`src/rtl/ysyx_25030085_pc_gen.sv`:
```
// Program-counter generator for the multi-cycle NPC core: issues the PC to the IFU,
// waits for write-back, then selects the next PC and counts retired instructions.
module ysyx_25030085_pc_gen #(
    parameter int               XLEN      = 32,
    parameter logic [XLEN-1:0]  RESET_VEC = 32'h8000_0000,
    parameter int               CNT_W     = 64
) (
    input  logic             clk,
    input  logic             rst,
    input  logic             pc_ready,
    input  logic             wb_valid,
    input  logic [1:0]       jump,
    input  logic             br_taken,
    input  logic [XLEN-1:0]  imm,
    input  logic [XLEN-1:0]  alu_result,
    input  logic             trap_valid,
    input  logic [XLEN-1:0]  trap_vec,
    input  logic             mret_valid,
    input  logic [XLEN-1:0]  mepc,
    output logic [XLEN-1:0]  pc_out,
    output logic             pc_valid,
    output logic             redirect,
    output logic             misalign_err,
    output logic [XLEN-1:0]  misalign_addr,
    output logic [CNT_W-1:0] instret
);

    typedef enum logic [1:0] {
        BOOT = 2'd0,
        REQ  = 2'd1,
        EXEC = 2'd2
    } state_t;

    localparam logic [XLEN-1:0] ALIGN4_MASK = ~XLEN'(3);
    localparam logic [XLEN-1:0] ALIGN2_MASK = ~XLEN'(1);

    state_t           state, state_nxt;
    logic             wb_fire;
    logic [XLEN-1:0]  pc_plus4;
    logic [XLEN-1:0]  target;
    logic             target_checked;
    logic             misalign;
    logic             retire;
    logic [XLEN-1:0]  pc_nxt;

    // NOTE: non-blocking assignments in clocked blocks so every register samples
    // pre-edge values, independent of block ordering.
    always_ff @(posedge clk or posedge rst) begin
        if (rst) state <= BOOT;
        else     state <= state_nxt;
    end

    // NOTE: every combinational output gets a default first so no path infers a latch.
    always_comb begin
        state_nxt = state;
        unique case (state)
            BOOT:    state_nxt = REQ;
            REQ:     if (pc_ready) state_nxt = EXEC;
            EXEC:    if (wb_valid) state_nxt = REQ;
            default: state_nxt = BOOT;
        endcase
    end

    assign pc_valid = (state == REQ);
    assign wb_fire  = (state == EXEC) && wb_valid;
    assign pc_plus4 = pc_out + XLEN'(4);

    always_comb begin
        target         = pc_plus4;
        target_checked = 1'b0;
        unique case (jump)
            2'b01: begin
                target         = pc_out + imm;
                target_checked = 1'b1;
            end
            2'b10: begin
                target         = alu_result & ALIGN2_MASK;
                target_checked = 1'b1;
            end
            2'b11: begin
                if (br_taken) begin
                    target         = pc_out + imm;
                    target_checked = 1'b1;
                end
            end
            default: ;
        endcase

        // Trap and mret override the jump field entirely, including its alignment check.
        misalign = target_checked && (target[1:0] != 2'b00) && !trap_valid && !mret_valid;

        if (trap_valid)      pc_nxt = trap_vec & ALIGN4_MASK;
        else if (mret_valid) pc_nxt = mepc;
        else if (misalign)   pc_nxt = trap_vec & ALIGN4_MASK;
        else                 pc_nxt = target;

        retire = !trap_valid && !misalign;
    end

    // Pulses default low every cycle and are raised only on the accepting edge.
    always_ff @(posedge clk or posedge rst) begin
        if (rst) begin
            pc_out        <= RESET_VEC;
            redirect      <= 1'b0;
            misalign_err  <= 1'b0;
            misalign_addr <= '0;
            instret       <= '0;
        end else begin
            redirect     <= 1'b0;
            misalign_err <= 1'b0;
            if (wb_fire) begin
                pc_out   <= pc_nxt;
                redirect <= (pc_nxt != pc_plus4);
                if (misalign) begin
                    misalign_err  <= 1'b1;
                    misalign_addr <= target;
                end
                if (retire) instret <= instret + CNT_W'(1);
            end
        end
    end

endmodule

```
`config.mk`:
```
export PLATFORM = sky130hd
export DESIGN_NAME = ysyx_25030085_pc_gen
export DESIGN_NICKNAME = d
export VERILOG_FILES = /design/src/rtl/ysyx_25030085_pc_gen.sv
export SDC_FILE = /design/constraint.sdc
export NUM_CORES = 1
export LEC_CHECK = 0
export ABC_AREA = 1
export BUFFER_PORTS_ARGS = -buffer_cell sky130_fd_sc_hd__buf_2
export CORE_ASPECT_RATIO = 1.4
export CORE_UTILIZATION = 50
export DETAILED_ROUTE_END_ITERATION = 8
export HOLD_SLACK_MARGIN = 0.1
export PLACE_DENSITY = 0.76
export RECOVER_POWER = 25
export SLEW_MARGIN = 30
export SYNTH_ARGS = -nofsm -noshare
export SYNTH_HDL_FRONTEND = slang
export SYNTH_SLANG_ARGS = --single-unit
export TNS_END_PERCENT = 5
```
`constraint.sdc`:
```
create_clock -name clk -period 7.05 [get_ports clk]
set_input_delay 1.7625 -clock clk [delete_from_list [all_inputs] [get_ports clk]]
set_output_delay 1.7625 -clock clk [all_outputs]
set_load 0.01 [all_outputs]
```
==> results.txt, run 1 <==
- Std-Cell Core Area: 22100 µm²
- Pint: 2.17 mW
* Cell area after technology mapping: 11400 µm²
- Area added between synthesis and finish: 18.9%
* Fraction of layout instances using a drive strength above 1: 15.6%
- Pin count of the biggest net entering global routing: 75
- Clock Root Buffer: sky130_fd_sc_hd__clkbuf_16
- Part of the power in registers: 28.6%
- The cell count after synthesis came out at 1841.
- Clock latency reported for the late side of the worst-skew pair: 0.42 ns
* Setup repair after global routing missed its margin: no
- In this run the power density over the cells is 309 nW/µm².
- The min-delay analysis places its worst path in the category reg -> reg.
- The smallest clock period supported by the final layout is computed as 5.09 ns.
- At the pin with the least slew margin, the transition time is 2.67 ns.
* DRC violation count after routing: 0
- The first global-routing pass estimated 60400 µm of wire.
- Via Count: 12.7k
* Maximum clock insertion buffer count: 2
* Top cell types by occurrence after synthesis: sky130_fd_sc_hd__nand2_1 (701), sky130_fd_sc_hd__inv_1 (248), sky130_fd_sc_hd__nand3_1 (163)
- After detailed routing, the number of vias per cell comes to 5.27.
* Relative max-transition margin: -79.2%
* EDFF count, synth: 0
- Global placer's final weighted congestion: 0.943
* Top cells by area, synth: sky130_fd_sc_hd__dfrtp_1 (29%), sky130_fd_sc_hd__nand2_1 (23%), sky130_fd_sc_hd__inv_1 (8.2%)
- After clock tree synthesis, the flow added hold-fix buffers numbering 0.
- Number of search-and-repair iterations in the first detailed-routing pass: 5
- Largest area contributor in the synthesized netlist: sky130_fd_sc_hd__dfrtp_1
- Dividing the detail-routed wire length by the instance count gives 15.7 µm.
- Portion of the post-synthesis area used by sequential elements: 29.1%
- Final number of setup-violating endpoints: 0
* Total clock sinks: 132
- Final Max Slew Viols: 60
- Element type at the critical path start: input port
- Gate power share: 50.7%
* Layout fillers: 2242
* Critical path fanouts, max: 33
- Each instance of the synthesized netlist takes up on average 6.17 µm².
- The share of synthesized area in the top cell type comes to 28.8%.
* Site Rows: 64
* Vias in the first global route: 12.3k
- Nature of the critical path endpoint: flip-flop
* H-tree level count: 4
- Proportion of synthesized flip-flops having asynchronous set or reset: 100%
* Violations in the final reports: max-capacitance violations, max-slew violations
- Global routing used 33.2% of the available tracks across all layers.
- For this design the total switching power over the nets is 2.01 mW.
* Antenna Nets Post-Route: 0
- Of the available clock period, the critical path in the final layout requires 72.2%.
- Most frequently used flop master after synthesis: sky130_fd_sc_hd__dfrtp_1
- Summed negative setup slack over all endpoints: 0 ns
- For this configuration, the core starts out at a cell density of 51.4%.
- Die X-Extent: 129 µm
- The critical path in this run is classified as in -> reg.
- Number of cells upsized or downsized after cts: 0
- Number of antenna violations at the first check in global routing: 6
- Of the total power, the share spent switching nets is 48.1%.
- Maximum clock frequency: 197 MHz
* Total Die Area: 23300 µm²
- 268 I/O pins were placed.
- IR drop worst, VDD: 0.000179 V
- Number of nets in the layout: 2268
- Buffers placed on the I/O ports in this run total 264.
* TritonCTS clock tree: built
- Setup Buffers After CTS: 0
- The Yosys step of the flow raised 0 warnings.
- Synthesized net count: 2016
- Synthesis inferred 132 register bits.
* Count of endpoints failing hold in the final timing report: 0
- Clock-pin slew was measured on the worst setup and hold paths at 0.06 ns.
- In this run, the number of DRC markers left after iteration 0 of detailed routing was 766.
* Arrival time of data at the critical path endpoint: 5.39 ns
* Max Cap Viol: 1
- The routed design has 37800 µm of wire.
- Setup skew after layout: 0.0118 ns
- Final hold slack: 0.481 ns
- Sum of net half-perimeters after detailed placement: 30000 µm
- Cell with the most instances after synthesis: sky130_fd_sc_hd__nand2_1
- Static leakage power: 7.70 nW
- From bottom edge to top edge, the die measures 180 µm.
- The run finished, with violations left.
* Number of distinct library cell variants in the gate-level netlist after synthesis: 44
* Required time worst endpoint: 7.35 ns
- The clock network burns 20.7% of the power.
- Cts bufs inserted: 17
- Global routing finished with a remaining overflow of 0.
==> metal layers <==
layer / wire length [µm] / GRT usage (%) / up-vias / part of all wire, %
met1: 15100 / 38.7 / 5813 / 40
met5: 54 / 0 / - / 0.14
met2: 18100 / 56.6 / 452 / 48
met3: 2520 / 6.26 / 111 / 6.7
li1: - / - / 6287 / -
met4: 2040 / 18.5 / 8 / 5.4
==> critical path: stages <==
cell	delay, ns
sky130_fd_sc_hd__buf_2	0.10
sky130_fd_sc_hd__inv_1	0.06
sky130_fd_sc_hd__ha_1	0.22
sky130_fd_sc_hd__inv_2	0.41
sky130_fd_sc_hd__o21ai_2	0.15
sky130_fd_sc_hd__inv_2	0.09
sky130_fd_sc_hd__o21ai_1	0.10
sky130_fd_sc_hd__or2_1	0.27
sky130_fd_sc_hd__nand2_2	0.33
sky130_fd_sc_hd__nand3_4	0.33
sky130_fd_sc_hd__inv_2	0.33
sky130_fd_sc_hd__nand4_4	0.17
sky130_fd_sc_hd__inv_2	0.08
sky130_fd_sc_hd__nand2_2	0.08
sky130_fd_sc_hd__nor3_4	0.21
sky130_fd_sc_hd__nand2_2	0.15
sky130_fd_sc_hd__nor3_4	0.23
sky130_fd_sc_hd__nand4_1	0.14
sky130_fd_sc_hd__xor2_1	0.16
==> power groups by stage <==
| stage | registers, mW | logic [mW] | clock network, mW |
|---|---|---|---|
| after detailed placement | 1.20 | 2.10 | 0 |
| final | 1.20 | 2.12 | 0.865 |
| after global placement | 1.19 | 2.06 | 0 |
| after global routing | 1.22 | 2.41 | 0.908 |
| after floorplan | 1.19 | 1.40 | 0 |
| after CTS | 1.19 | 2.11 | 0.876 |
==> stage by stage <==
stage | utilization, % | total power, mW | setup slack, ns | cell area, µm² | std cells
2_1_floorplan | - | 2.59 | 1.76 | 11400 | 1841
3_3_place_gp | 58.8 | 3.25 | 1.61 | 13000 | 2371
3_5_place_dp | 58.8 | 3.30 | 1.51 | 13000 | 2371
4_1_cts | 61.3 | 4.17 | 1.94 | 13600 | 2402
5_1_grt | 61.1 | 4.53 | 1.57 | 13500 | 2403
6_report | 61.2 | 4.18 | 1.96 | 13500 | 2404
==> sequential cells by signal, indices dropped and copies added (netlist names) <==
signal         count
pc_out            32
redirect           1
misalign_err       1
misalign_addr     32
state              2
instret           64
==> final timing paths <==
kind,depth (start not counted),endpoint,slack (ns),startpoint
min,2,misalign_addr[1],0.48,misalign_addr[1]
max reg2reg,18,instret[62],3.09,pc_out[0]
max,19,instret[62],1.96,jump[0]
min reg2reg,2,misalign_addr[1],0.48,misalign_addr[1]
max in group asynchronous,3,instret[12],3.45,rst
min in group asynchronous,2,instret[41],2.08,rst
==> final cells by class <==
class / instances / area, µm² / share of cell area, %
Inverter: 253 / 951 / 7.04
Tap cell: 297 / 372 / 2.75
Clock buffer: 17 / 425 / 3.15
Antenna cell: 2 / 5.00 / 0.0370
Clock inverter: 14 / 143 / 1.06
Sequential cell: 132 / 3300 / 24.4
Timing Repair Buffer: 277 / 1370 / 10.2
Multi-Input combinational cell: 1412 / 6940 / 51.4
==> layout by cell type, fill, tap and decap left out, types with 2 or more instances in the layout <==
master                       instances
sky130_fd_sc_hd__inv_2               5
sky130_fd_sc_hd__xor2_1             43
sky130_fd_sc_hd__inv_8               2
sky130_fd_sc_hd__clkinv_4            3
sky130_fd_sc_hd__nand2_1           701
sky130_fd_sc_hd__a22oi_1             2
sky130_fd_sc_hd__clkbuf_1           39
sky130_fd_sc_hd__nand4_1            31
sky130_fd_sc_hd__nand3_2             3
sky130_fd_sc_hd__xnor2_1            31
sky130_fd_sc_hd__ha_1               37
sky130_fd_sc_hd__nor3_1             28
sky130_fd_sc_hd__buf_4              12
sky130_fd_sc_hd__buf_2             225
sky130_fd_sc_hd__inv_1             247
sky130_fd_sc_hd__dfrtp_1           131
sky130_fd_sc_hd__nor3_2              2
sky130_fd_sc_hd__diode_2             2
sky130_fd_sc_hd__nand3b_1           11
sky130_fd_sc_hd__a21oi_1            50
sky130_fd_sc_hd__o21a_1             27
sky130_fd_sc_hd__or2_2              31
sky130_fd_sc_hd__inv_6               5
sky130_fd_sc_hd__clkbuf_16          17
sky130_fd_sc_hd__o21bai_1            5
sky130_fd_sc_hd__nor4_1              3
sky130_fd_sc_hd__nor2_1            135
sky130_fd_sc_hd__clkinvlp_4          2
sky130_fd_sc_hd__nand3_1           163
sky130_fd_sc_hd__nand2_2             4
sky130_fd_sc_hd__nor2_4              5
sky130_fd_sc_hd__and2_1              6
sky130_fd_sc_hd__nor3_4              2
sky130_fd_sc_hd__o21ai_0            76
sky130_fd_sc_hd__a31oi_1             2
==> cells by family after synthesis <==
| family | share of synthesized area [%] |
|---|---|
| simple gates | 42.8 |
| xor+xnor | 5.70 |
| buf+inv | 9.94 |
| fa+ha+maj | 4.25 |
| flops | 29.1 |
| compound gates | 8.27 |
Power figures use the tool's default switching activity.
==> run 2, diff against run 1 <==
==> constraint.sdc (replaced) <==
create_clock -name clk -period 5.2 [get_ports clk]
set_input_delay 1.3 -clock clk [delete_from_list [all_inputs] [get_ports clk]]
set_output_delay 1.3 -clock clk [all_outputs]
set_load 0.01 [all_outputs]
==> run 2 against run 1 <==
  * The run still ends with max-capacitance violations, max-slew violations left
  * Largest cell class unchanged
  * Clock skew is 0.00059 ns higher
  * Clock power is 41% higher
  * Global-route usage is 0.30 points lower
  * Count of clock-buffer cells in the layout stayed put
==> results.txt, run 2 (synthesized netlist as in run 1, its figures left out) <==
- The run finished, with violations left.
- The checks that failed: max-capacitance violations, max-slew violations.
- For the worst setup path, the data required time is 5.49 ns.
- Critical path fanouts, max: 19
* Sequential cell area: 3300 µm²
* IR drop worst, VDD: 0.000266 V
- The signal on the critical path passes through buf_2 > ha_1 > fa_1 > nand2_1 > nand2_1 > nand2_1 > nand2_1 > or2_1 > nand2_2 > nand3_4 > inv_2 > nand4_4 > inv_2 > nand2_2 > nor3_4 > nand2_2 > nor3_4 > nand4_1 > xor2_1.
- Area added between synthesis and finish: 19.7%
- Total power per unit cell area: 421 nW/µm²
- Among all stages on the critical path, the largest delay is contributed by sky130_fd_sc_hd__fa_1.
- In this design, the stage delay of the slowest critical-path cell is 0.45 ns.
- Nature of the critical path endpoint: flip-flop
* Number of search-and-repair iterations in the first detailed-routing pass: 5
- Cell Area, Placed: 13000 µm²
* Final number of setup-violating endpoints: 0
* Top delay family on crit path: simple AND/OR/NAND/NOR gates
- Part of the power in registers: 28.3%
- In this run the clock root is driven by a sky130_fd_sc_hd__clkbuf_16.
- Wire length on met2: 18100 µm
* Pin count of the biggest net entering global routing: 75
- Setup skew after layout: 0.0124 ns
- The floorplan step defined a core boundary enclosing 22100 µm².
- Post-detailed-route wirelength per cell: 15.7 µm
- In this run the worst hold path is classified as reg -> reg.
- Once the clock tree was built, the resizer swapped 0 gates to a different size.
* Maximum clock insertion buffer count: 2
- The cell that appears most often on the critical path is sky130_fd_sc_hd__nand2_1.
- Initial cell density of the core: 51.4%
* Highest-count cells in the layout ignoring fill and taps: sky130_fd_sc_hd__nand2_1 (701), sky130_fd_sc_hd__buf_2 (263), sky130_fd_sc_hd__inv_1 (248)
- For the pin with the worst max-slew slack, the measured transition is 2.86 ns.
* Total Die Area: 23300 µm²
* Reg clk slew, reported paths: 0.06 ns
- Max Cap Viol: 1
* Die height: 180 µm
- Summed negative setup slack over all endpoints: 0 ns
- Global placer's final weighted congestion: 0.965
- The floorplan has 64 rows.
* Total clock sinks: 132
* Arrival time of data at the critical path endpoint: 4.67 ns
- The via count of the first global-routing pass is 12.2k.
- For this design the static power due to leakage is 7.87 nW.
* Die X-Extent: 129 µm
* Layout fillers: 2205
* Post-layout min period: 4.38 ns
* Element type at the critical path start: input port
* Drt via density: 5.28
- Most common library cell in the layout ignoring fill and taps: sky130_fd_sc_hd__nand2_1
- Switching power total: 2.71 mW
- The detail route stage leaves a number of antenna-violating nets equal to 0.
- TritonCTS clock tree: built
- Ranked by flip-flop count, first place goes to instret.
- The initial antenna violation count is 10.
- Net Sw Frac: 47.3%
- Of the total power, combinational logic draws 50.4%.
- Input and output buffers added on the ports amount to 264.
- Sum of net half-perimeters after detailed placement: 30000 µm
- Clock network fraction of design power: 21.3%
* Clock latency reported for the late side of the worst-skew pair: 0.41 ns
- Hold repair after CTS inserted 0 buffers.
- The critical path is of the in -> reg type.
- Post-detailed-routing wire length: 37800 µm
- TritonCTS created 17 clock buffers.
* Ratio of final minimum period to clock period: 84.2%
- The detailed router placed 12.7k vias in this run.
- Boundary Pins: 268
* Max FFs per register: 64
- Static timing analysis puts the maximum clock frequency at 229 MHz.
- In the final layout, the multi-input gates occupy 6940 µm².
* Top routing layer in use: met5
- CP Buf/Inv Count: 3
- GR Overflow Total: 0
- Setup Buffers After CTS: 0
- DRC violation count after routing: 0
- The detailed router put a total of 14800 µm of wire on met1.
- The final layout contains 2269 nets.
- First-pass GRT wire length: 59900 µm
- Routed length on met3: 2730 µm
* Setup repair after global routing missed its margin: no
- Count of endpoints failing hold in the final timing report: 0
* Relative max-transition margin: -91.1%
- The number of max-slew violations in the final report was 75.
- Fraction of layout instances using a drive strength above 1: 17.4%
* Pint: 3.02 mW
* Fraction of the core area covered by cells at the end of the flow: 61.6%
* Largest regs: instret: 64 flops, misalign_addr: 32 flops, pc_out: 32 flops
* Gr usage total: 32.9%
* H-tree level count: 4
- First DRT Iteration DRCs: 841
- Final cell area excluding filler cells: 13600 µm²
[run 2: changes by cell type in the layout (fill, tap and decap cells not counted), sizes merged, moves of 2 or more]
cell    previous run  this run
clkinv             4         1
diode              2         4
buf              238       276
clkbuf            56        19
[run 2: per-stage QoR]
stage / worst slack (ns) / instances / hold WS (ns) / total power [mW]
after detailed placement: 0.455 / 2372 / 0.463 / 4.46
after floorplan: 0.376 / 1841 / 0.457 / 3.51
after CTS: 0.861 / 2403 / 0.478 / 5.70
after global placement: 0.520 / 2372 / 0.462 / 4.40
final: 0.824 / 2407 / 0.470 / 5.73
after global routing: 0.577 / 2407 / 0.509 / 6.19
[run 2: worst reg2reg max path: cells and delay by family, from the launching register on]
kind,cells,cell delay [ns]
simple gates,13,2.02
fa+ha+maj,2,0.69
flops,1,0.41
buf+inv,2,0.39
xor+xnor,1,0.16
[run 2: cell type report]
type	instances	share of cell area [%]
multi-input cells	1412	51.0
flip-flops and latches	132	24.3
repair buffers	278	10.5
inverters	253	6.98
clock buffers	17	3.13
well taps	297	2.73
clock inverters	14	1.23
diodes	4	0.0736
[run 2: metal layers]
layer	vias up	GRT usage, %
met5	-	0
met4	8	18.1
met3	135	6.44
met2	528	56.2
met1	5753	38.3
li1	6296	-
[run 2: power groups by stage]
| stage | clock, mW | combinational [mW] | sequential, mW |
|---|---|---|---|
| floorplan | 0 | 1.90 | 1.61 |
| global placement | 0 | 2.79 | 1.61 |
| detailed placement | 0 | 2.84 | 1.62 |
| CTS | 1.23 | 2.86 | 1.61 |
| global route | 1.28 | 3.26 | 1.65 |
| finish | 1.22 | 2.89 | 1.62 |
[run 2: path summary, 6_finish.rpt]
kind,from,to,slack [ns],cells after the start
max reg2reg,pc_out[0],instret[62],1.39,18
min,misalign_addr[0],misalign_addr[0],0.47,2
max in group asynchronous,rst,misalign_addr[24],1.37,3
max,imm[0],instret[62],0.82,19
min reg2reg,misalign_addr[0],misalign_addr[0],0.47,2
min in group asynchronous,rst,instret[41],1.91,2
==> run 3, diff against run 2 <==
==> constraint.sdc (replaced) <==
create_clock -name clk -period 4.1 [get_ports clk]
set_input_delay 1.025 -clock clk [delete_from_list [all_inputs] [get_ports clk]]
set_output_delay 1.025 -clock clk [all_outputs]
set_load 0.01 [all_outputs]
==> run 3 against run 2 <==
  * The run now ends clean
  * Clock power grew 18%
  * Critical endpoint unchanged
  * Largest cell class unchanged
  * Largest power group unchanged
  * Count of clock-buffer cells in the layout rose by 1
  * Via count increased by 0.39%
  * Global-route usage grew 0.50 points
  * Utilization is 0.82 points higher
  * Highest routed layer unchanged
  * Critical path depth unchanged
  * Design area grew 1.3%
  * First-iteration DRC count increased by 5.1%
  * Combinational power grew 34%
==> results.txt, run 3 (synthesized netlist as in run 1, its figures left out) <==
- Register name with the most flops: instret
- Total Die Area: 23300 µm²
- The run finished with clean final reports.
* Cts bufs inserted: 17
* Drt via density: 5.24
* Stage delay of the slowest cell on the critical path: 0.45 ns
* Summed negative setup slack over all endpoints: 0 ns
- Die height: 180 µm
* Number of nets in the layout: 2296
* Total power per unit cell area: 528 nW/µm²
* Final Max Slew Viols: 0
- Relative to the synthesized area, the layout overhead comes to 21.3%.
- Ratio of final minimum period to clock period: 89.7%
- STA classifies the critical path endpoint as a flip-flop.
- Post-CTS repair changed the size of 0 cells.
- The number of setup buffers added after CTS is 0.
* Top delay family on crit path: simple AND/OR/NAND/NOR gates
* Via Count: 12.8k
- Global placer's final weighted congestion: 0.957
- The final number of hold-violating endpoints came to 0.
* Final number of setup-violating endpoints: 0
- Clock latency reported for the late side of the worst-skew pair: 0.42 ns
- Largest regs: instret: 64 flops, misalign_addr: 32 flops, pc_out: 32 flops
* Required time worst endpoint: 4.40 ns
- Once layout is complete, the utilization of the core stands at 62.4%.
- First-pass GRT wire length: 60100 µm
- Clock Root Buffer: sky130_fd_sc_hd__clkbuf_16
- In this run, the number of DRC markers left after iteration 0 of detailed routing was 884.
* Antenna Nets Post-Route: 0
- Die X-Extent: 129 µm
- The worst setup path is launched from an input port.
- The floorplan has 64 rows.
- VDD sags by at most 0.000308 V.
* Total clock sinks: 132
- Cells with a size suffix above 1 make up 18.5% of the layout.
* Critical path fanouts, max: 10
- OpenSTA, run right after detailed placement, puts the worst setup slack at 0.0164 ns.
* Cell chain of the critical path: buf_2 > ha_1 > fa_1 > nand2_1 > nand2_1 > nand2_1 > nand2_1 > or2_1 > nand2_2 > nand3_4 > inv_2 > nand4_4 > inv_2 > nand2_2 > nor3_4 > nand2_2 > nor3_4 > nand4_1 > xor2_1
- Most common library cell in the layout ignoring fill and taps: sky130_fd_sc_hd__nand2_1
- For this block, the routed nets add up to 38500 µm of wire.
- Initial cell density of the core: 51.4%
- Highest-count cells in the layout ignoring fill and taps: sky130_fd_sc_hd__nand2_1 (701), sky130_fd_sc_hd__buf_2 (263), sky130_fd_sc_hd__inv_1 (247)
* DRC violation count after routing: 0
- Final hold slack: 0.479 ns
* Worst min path class: reg -> reg
- Static timing analysis puts the maximum clock frequency at 272 MHz.
- Sum of net half-perimeters after detailed placement: 30800 µm
- Number of antenna violations at the first check in global routing: 6
* Gr usage total: 33.4%
- TritonCTS clock tree: built
- Count of hold buffers inserted by post-cts repair: 0
- Clock-pin slew was measured on the worst setup and hold paths at 0.06 ns.
- Setup skew after layout: 0.0141 ns
- Together, buffers and inverters on the worst path number 3.
- Crit-path slowest cell: sky130_fd_sc_hd__fa_1
- Final cell area excluding filler cells: 13800 µm²
- The register with the most flip-flops in the layout has 64 of them.
- The via count of the first global-routing pass is 12.0k.
* Post-layout min period: 3.68 ns
- Count of buffers inserted at the top-level ports: 264
- After detailed routing, the average wire length per cell comes to 15.8 µm.
- Worst Path Class, Setup: in -> reg
- Relative max-transition margin: 21.2%
- Arrival time of data at the critical path endpoint: 3.98 ns
- GR Overflow Total: 0
- Setup slack on the critical path of the routed design comes to 0.423 ns.
* Max Cap Viol: 0
* Static leakage power: 7.98 nW
- H-tree level count: 4
* Cell Area, Placed: 13200 µm²
- Pin count of the biggest net entering global routing: 90
* Number of search-and-repair iterations in the first detailed-routing pass: 5
* Maximum clock insertion buffer count: 2
* Slew at the pin with the worst max-slew slack: 1.18 ns
- Setup repair after global routing missed its margin: no
- In this design, the critical path's most frequently occurring cell is sky130_fd_sc_hd__nand2_1.
- Boundary Pins: 268
- Std-Cell Core Area: 22100 µm²
==> run 3: cell count changes in the layout (fill, tap and decap cells not counted), sizes merged <==
cell / delta
buf: +27
bufinv: -2
clkinvlp: +2
clkbuf: +1
==> run 3: report_power, final <==
group | switching (mW) | total, mW | internal, mW
Sequential | 0.389 | 1.99 | 1.60
Combinational | 2.45 | 3.86 | 1.41
Clock | 0.646 | 1.44 | 0.791
Total | 3.49 | 7.28 | 3.80
==> run 3: per-layer routing <==
metal	GRT usage, %	share of wire (%)
met3	6.68	7.1
met1	39.3	39
met5	0	0.065
met4	15.5	4.6
met2	57.8	49
==> run 3: cell type report <==
type                       count  area, µm²
timing repair buffer         305       1660
clock buffer                  18        429
multi-input combinational   1412       6940
fill                        2183       8310
sequential                   132       3300
antenna                        4       10.0
clock inverter                14        118
tap                          297        372
inverter                     253        951
==> run 3: path summary, 6_finish.rpt <==
check | from | to | slack, ns | cells past startpoint
setup / recovery | imm[0] | instret[62] | 0.42 | 19
hold / removal | instret[63] | instret[63] | 0.48 | 1
setup reg to reg | pc_out[0] | instret[62] | 0.70 | 18
hold reg to reg | instret[63] | instret[63] | 0.48 | 1
max in group asynchronous | rst | misalign_addr[26] | 1.69 | 3
min in group asynchronous | rst | instret[36] | 0.83 | 2
==> run 3: metrics by stage <==
step / total power, mW / instances
floorplan: 4.45 / 1841
global placement: 5.71 / 2399
detailed placement: 5.79 / 2399
CTS: 7.26 / 2431
global route: 7.88 / 2435
finish: 7.28 / 2435
==> run 3: worst reg2reg max path, cell delays in order, from the launching register on <==
cell                      delay, ns
sky130_fd_sc_hd__dfrtp_1       0.42
sky130_fd_sc_hd__ha_1          0.23
sky130_fd_sc_hd__fa_1          0.45
sky130_fd_sc_hd__nand2_1       0.08
sky130_fd_sc_hd__nand2_1       0.05
sky130_fd_sc_hd__nand2_1       0.05
sky130_fd_sc_hd__nand2_1       0.08
sky130_fd_sc_hd__or2_1         0.24
sky130_fd_sc_hd__nand2_2       0.23
sky130_fd_sc_hd__nand3_4       0.17
sky130_fd_sc_hd__inv_2         0.11
sky130_fd_sc_hd__nand4_4       0.12
sky130_fd_sc_hd__inv_2         0.08
sky130_fd_sc_hd__nand2_2       0.08
sky130_fd_sc_hd__nor3_4        0.22
sky130_fd_sc_hd__nand2_2       0.16
sky130_fd_sc_hd__nor3_4        0.23
sky130_fd_sc_hd__nand4_1       0.14
sky130_fd_sc_hd__xor2_1        0.16
